### config.mk
export PLATFORM = sky130hd
export DESIGN_NAME = uart_rx_os
export DESIGN_NICKNAME = d
export VERILOG_FILES = /design/src/rtl/uart_pkg.sv /design/src/rtl/uart_baud_tick.sv /design/src/rtl/uart_rx_os.sv
export SDC_FILE = /design/constraint.sdc
export NUM_CORES = 1
export LEC_CHECK = 0
export BUFFER_PORTS_ARGS = -buffer_cell sky130_fd_sc_hd__buf_2
export CAP_MARGIN = 20
export CORE_MARGIN = 2
export CORE_UTILIZATION = 63
export DETAILED_ROUTE_END_ITERATION = 7
export PLACE_DENSITY = 0.81
export RECOVER_POWER = 50
export SLEW_MARGIN = 20
export SYNTH_ARGS = -nofsm -noshare
export SYNTH_HDL_FRONTEND = slang
export SYNTH_HIERARCHICAL = 1
export SYNTH_SLANG_ARGS = --single-unit
### constraint.sdc
create_clock -name clk -period 5.1 [get_ports clk]
set_clock_uncertainty 0.2 [all_clocks]
set_input_delay 0.765 -clock clk [delete_from_list [all_inputs] [get_ports clk]]
set_output_delay 0.765 -clock clk [all_outputs]
set_load 0.01 [all_outputs]
### src/rtl/uart_pkg.sv
// Shared UART definitions: parity modes, receiver FSM states and the baud
// divisor helper used by both the receiver and the transmitter.
package uart_pkg;

  localparam int PAR_NONE = 0;
  localparam int PAR_ODD  = 1;
  localparam int PAR_EVEN = 2;

  typedef enum logic [2:0] {
    ST_IDLE,
    ST_START,
    ST_DATA,
    ST_PARITY,
    ST_STOP
  } rx_state_e;

  // Rounded clocks-per-tick divisor.
  function automatic int baud_div(input int clk_freq, input int baud, input int os);
    int den;
    den = baud * os;
    return (clk_freq + den / 2) / den;
  endfunction

endpackage

### src/rtl/uart_baud_tick.sv
// Oversampling tick generator: one-clock pulse every DIV clocks, with a
// synchronous clear so the phase can be aligned to an external event.
module uart_baud_tick #(
  parameter int DIV = 27
) (
  input  logic clk,
  input  logic rst_n,
  input  logic clr,
  output logic tick
);

  localparam int CW = (DIV < 2) ? 1 : $clog2(DIV);
  localparam logic [CW-1:0] LAST = CW'(DIV - 1);

  logic [CW-1:0] r_cnt;

  if (DIV < 2) begin : g_div_chk
    $error("uart_baud_tick: DIV must be at least 2");
  end

  always_ff @(posedge clk) begin
    if (!rst_n || clr) begin
      r_cnt <= '0;
    end else if (r_cnt == LAST) begin
      r_cnt <= '0;
    end else begin
      r_cnt <= r_cnt + 1'b1;
    end
  end

  assign tick = (r_cnt == LAST);

endmodule

### src/rtl/uart_rx_os.sv
// Oversampling UART receiver: synchronises rx, samples each bit at mid-bit
// and emits one character per frame with a valid strobe and error flags.
import uart_pkg::*;

module uart_rx_os #(
  parameter int CLK_FREQ   = 50_000_000,
  parameter int BAUD       = 115200,
  parameter int OVERSAMPLE = 16,
  parameter int DATA_BITS  = 8,
  parameter int PARITY     = 0,
  parameter int STOP_BITS  = 1
) (
  input  logic                 clk,
  input  logic                 rst_n,
  input  logic                 rx,
  output logic [DATA_BITS-1:0] data,
  output logic                 valid,
  output logic                 parity_err,
  output logic                 frame_err,
  output logic                 busy
);

  localparam int DIV = baud_div(CLK_FREQ, BAUD, OVERSAMPLE);
  localparam int TW  = $clog2(OVERSAMPLE);
  localparam int BW  = $clog2(DATA_BITS);
  localparam logic [TW-1:0] HALF_LAST = TW'(OVERSAMPLE / 2 - 1);
  localparam logic [TW-1:0] BIT_LAST  = TW'(OVERSAMPLE - 1);
  localparam logic [BW-1:0] DATA_LAST = BW'(DATA_BITS - 1);
  localparam logic          STOP_LAST = 1'(STOP_BITS - 1);

  if (DIV < 2) begin : g_div_chk
    $error("uart_rx_os: CLK_FREQ/(BAUD*OVERSAMPLE) rounds below 2");
  end
  if (OVERSAMPLE < 4 || (OVERSAMPLE % 2) != 0) begin : g_os_chk
    $error("uart_rx_os: OVERSAMPLE must be even and at least 4");
  end
  if (DATA_BITS < 5 || DATA_BITS > 9) begin : g_db_chk
    $error("uart_rx_os: DATA_BITS must be 5..9");
  end
  if (PARITY < PAR_NONE || PARITY > PAR_EVEN) begin : g_par_chk
    $error("uart_rx_os: PARITY must be 0, 1 or 2");
  end
  if (STOP_BITS < 1 || STOP_BITS > 2) begin : g_stop_chk
    $error("uart_rx_os: STOP_BITS must be 1 or 2");
  end

  logic                 r_sync1;
  logic                 r_sync2;
  logic                 r_prev;
  rx_state_e            r_state;
  logic [TW-1:0]        r_tcnt;
  logic [BW-1:0]        r_bit_idx;
  logic                 r_stop_idx;
  logic [DATA_BITS-1:0] r_shift;
  logic                 r_perr_acc;
  logic                 r_ferr_acc;
  logic [DATA_BITS-1:0] r_data;
  logic                 r_valid;
  logic                 r_perr;
  logic                 r_ferr;
  logic                 r_busy;

  logic w_fall;
  logic w_clr;
  logic w_tick;
  logic w_bit_end;
  logic w_par_xor;
  logic w_ferr_now;

  assign w_fall     = r_prev & ~r_sync2;
  assign w_clr      = (r_state == ST_IDLE) && w_fall;
  assign w_bit_end  = w_tick && (r_tcnt == BIT_LAST);
  assign w_par_xor  = (^r_shift) ^ r_sync2;
  assign w_ferr_now = r_ferr_acc | ~r_sync2;

  uart_baud_tick #(
    .DIV(DIV)
  ) u_tick (
    .clk  (clk),
    .rst_n(rst_n),
    .clr  (w_clr),
    .tick (w_tick)
  );

  always_ff @(posedge clk) begin
    if (!rst_n) begin
      r_sync1 <= 1'b1;
      r_sync2 <= 1'b1;
      r_prev  <= 1'b1;
    end else begin
      r_sync1 <= rx;
      r_sync2 <= r_sync1;
      r_prev  <= r_sync2;
    end
  end

  always_ff @(posedge clk) begin
    if (!rst_n) begin
      r_state    <= ST_IDLE;
      r_tcnt     <= '0;
      r_bit_idx  <= '0;
      r_stop_idx <= 1'b0;
      r_shift    <= '0;
      r_perr_acc <= 1'b0;
      r_ferr_acc <= 1'b0;
      r_data     <= '0;
      r_valid    <= 1'b0;
      r_perr     <= 1'b0;
      r_ferr     <= 1'b0;
      r_busy     <= 1'b0;
    end else begin
      r_valid <= 1'b0;
      case (r_state)
        ST_IDLE: begin
          if (w_fall) begin
            r_state    <= ST_START;
            r_tcnt     <= '0;
            r_bit_idx  <= '0;
            r_stop_idx <= 1'b0;
            r_perr_acc <= 1'b0;
            r_ferr_acc <= 1'b0;
            r_busy     <= 1'b1;
          end
        end
        ST_START: begin
          if (w_tick) begin
            if (r_tcnt == HALF_LAST) begin
              r_tcnt <= '0;
              if (!r_sync2) begin
                r_state <= ST_DATA;
              end else begin
                r_state <= ST_IDLE;
                r_busy  <= 1'b0;
              end
            end else begin
              r_tcnt <= r_tcnt + 1'b1;
            end
          end
        end
        ST_DATA: begin
          if (w_tick) begin
            r_tcnt <= r_tcnt + 1'b1;
            if (r_tcnt == BIT_LAST) begin
              r_tcnt <= '0;
              // Shifting in from the top leaves the first bit at [0] after DATA_BITS samples.
              r_shift <= {r_sync2, r_shift[DATA_BITS-1:1]};
              if (r_bit_idx == DATA_LAST) begin
                r_state <= (PARITY != PAR_NONE) ? ST_PARITY : ST_STOP;
              end else begin
                r_bit_idx <= r_bit_idx + 1'b1;
              end
            end
          end
        end
        ST_PARITY: begin
          if (w_tick) begin
            r_tcnt <= r_tcnt + 1'b1;
            if (w_bit_end) begin
              r_tcnt     <= '0;
              r_perr_acc <= (PARITY == PAR_EVEN) ? w_par_xor : ~w_par_xor;
              r_state    <= ST_STOP;
            end
          end
        end
        ST_STOP: begin
          if (w_tick) begin
            r_tcnt <= r_tcnt + 1'b1;
            if (w_bit_end) begin
              r_tcnt <= '0;
              if (r_stop_idx == STOP_LAST) begin
                r_data  <= r_shift;
                r_perr  <= r_perr_acc;
                r_ferr  <= w_ferr_now;
                r_valid <= 1'b1;
                r_busy  <= 1'b0;
                r_state <= ST_IDLE;
              end else begin
                r_stop_idx <= 1'b1;
                r_ferr_acc <= w_ferr_now;
              end
            end
          end
        end
        default: begin
          r_state <= ST_IDLE;
          r_busy  <= 1'b0;
        end
      endcase
    end
  end

  assign data       = r_data;
  assign valid      = r_valid;
  assign parity_err = r_perr;
  assign frame_err  = r_ferr;
  assign busy       = r_busy;

endmodule

==> qor.txt <==
total of max-cap violations: 0
# setup viols final: 0
Relative slew margins: 43.8%
WP buf/inv: 1
DIE AREA: 3480 sq um
Gate Count Post-Synth: 205
latest clock arrival within the worst-skew pair: 350 ps
crit-path leading delay family: simple AND/OR/NAND/NOR gates
Die H: 59.0 um
slowest CP cell: nor3_4
NumNets Final: 224
PwrDens: 247 nW/um^2
Fin Setup TNS: 0 ps
Synth Register Bits: 40
CP Launch Type: flop
via count: 1490
setup bufs post-CTS: 0
number of synthesized flops with an enable pin: 0
maximum vdd drop: 208 uV
area of the core: 2810 sq um
crit path DAT: 2550 ps
Most used DFF post-synth: dfxtp_1
H-tree depth: 2
Placement Cell Area: 1970 sq um
routed length per instance: 13.6 um
vias in the first global route: 1341
Fmax achieved: 394 MHz
CP Max Fanout: 10
ys async rst share: 0%
row count: 19
Seq/Total Area, Yosys: 42.0%
clock transition at the registers of the reported paths: 100 ps
Yosys top cell area share: 42.0%
Synth top cells by count: dfxtp_1 (40), nor2_1 (30), mux2i_1 (18)
Yosys warnings: 6
count of pins over their slew limit: 0
fin crit share: 49.7%
DP HPWL: 2420 um
post-cts sizing count: 0
biggest area consumer among synthesized cells: dfxtp_1
first-pass GRT wire length: 5840 um
Inst Count DP: 240
total gr overflow: 0
largest cells by area after synthesis: dfxtp_1 (42%), mux2i_1 (9.4%), nor2_1 (5.9%)
PortBufs: 14
Crit Path Category: flop to flop
RSZ-0062 raised after global routing: false
Worst Tran Pin Value: 841 ps
library cells used by synthesis: 47
Layout Cells excl Fill: 247
All-Layer GR Usage: 22.3%
vias per cell: 6.03
Clock Path Buffers: 2
antenna-violating nets left: 0
Die X-Extent: 59.0 um
share of cells above drive strength 1: 6.02%
Cell Area, Synth: 1910 sq um
total CTS buffers: 5
drt total wl: 3350 um
Area Overhead vs Synth: 4.20%
fin crit period: 2540 ps
initial antenna violation count: 0
pin count of the biggest net entering global routing: 30
most numerous cell in the Yosys netlist: dfxtp_1
CTS tree: done
Worst EP required: 5110 ps
CTS hold repair buffers: 0
CP Capture Type: flop
Mapped Avg Cell Area: 9.30 sq um
DRC Markers: 0
# diodes: 0
syn_nets: 213
Clock Sinks: 40
crit-path cells: inv_1, ha_1, and4b_1, nand4_1, nor3_4, mux2i_1, nor2_1
Lkg Pwr: 0.000806 uW
Final Hold Viols: 0
post-route cell area: 1990 sq um
CP max stage delay: 570 ps
Hold Path Class: flop to flop
status: finished clean
Initial Util: 68.0%
number of I/O pins: 15
gpl congestion: 0.803
TritonRoute pass-1 iters: 4
Starting DRT DRC Count: 59
Root Driver: clkbuf_4
## layer usage
metal  track usage, %  vias to the layer above  share of wire, %
met5                0                        -                 0
li1                 -                      757                 -
met1             29.3                      685                46
met4             8.77                        0               1.7
met3             6.55                        7               5.4
met2             34.8                       41                46
## path summary, 6_finish.rpt
check | startpoint | endpoint | slack [ps] | depth (start not counted)
worst max-delay path | u_tick/r_cnt[0]$_SDFF_PP0_ | r_shift[2]$_SDFFE_PN0P_ | 2560 | 7
worst min-delay path | r_sync1$_SDFF_PN1_ | r_sync2$_SDFF_PN1_ | 220 | 1
worst min register to register | r_sync1$_SDFF_PN1_ | r_sync2$_SDFF_PN1_ | 220 | 1
worst max register to register | u_tick/r_cnt[0]$_SDFF_PP0_ | r_shift[2]$_SDFFE_PN0P_ | 2560 | 7
## registers in the layout, summed over array words and instances (netlist names)
signal        cells
busy              1
data              8
frame_err         1
parity_err        1
r_bit_idx         3
r_ferr_acc        1
r_perr_acc        1
r_prev            1
r_shift           8
r_state           3
r_sync1           1
r_sync2           1
r_tcnt            4
u_tick/r_cnt      5
valid             1
## through the flow
step	hold WS (ps)	util, %	worst slack (ps)	power (uW)
4_1_cts	232	72.0	2680	498
5_1_grt	251	70.8	2370	511
6_report	221	70.8	2560	491
2_1_floorplan	186	-	3000	350
3_3_place_gp	190	70.4	2800	354
3_5_place_dp	208	70.4	2700	355
## layout by cell type, fill, tap and decap left out, types with 2 or more instances in the layout
master     n
o21ai_0    8
o31a_1     2
nand2_1    8
nand4_1    5
a21oi_1   11
mux2i_1   18
o211ai_1   3
and4b_1    3
o22ai_1    2
clkbuf_1  14
and3_1     2
nor2_1    30
ha_1       5
clkbuf_4   5
xor2_1     3
a31oi_1    2
nand3_1    5
xnor2_1    6
nor3_1     2
nor2b_1    4
inv_1      7
nand2b_1   6
dfxtp_1   40
## cell type report
cell class                      count  area, sq um
Sequential cell                    40          801
Tap cell                           31         38.8
Fill cell                         225          818
Clock inverter                      1         5.00
Multi-Input combinational cell    148         1020
Clock buffer                        6         41.3
Timing Repair Buffer               14         53.8
Inverter                            7         26.3
## kinds of logic (layout without fill, tap and decap cells)
family	count (synthesis)	count (layout)	synth area share [%]
multiplexers	18	18	9.45
AND/OR/NAND/NOR	76	76	22.8
buffers and inverters	17	28	3.54
AO/OA/AOI/OAI	39	39	13.6
flip-flops	40	40	42.0
adder cells (fa/ha/maj)	5	5	3.28
XOR/XNOR	10	10	5.32
## where the power goes
group	leakage [uW]	switching (uW)	internal, uW	total [uW]
logic	0.000455	15.6	9.87	25.4
registers	0.000323	5.40	316	322
clock network	0.0000281	93.6	50.8	144
total	0.000806	115	377	491
No activity file was read; power rests on OpenSTA's default activity.
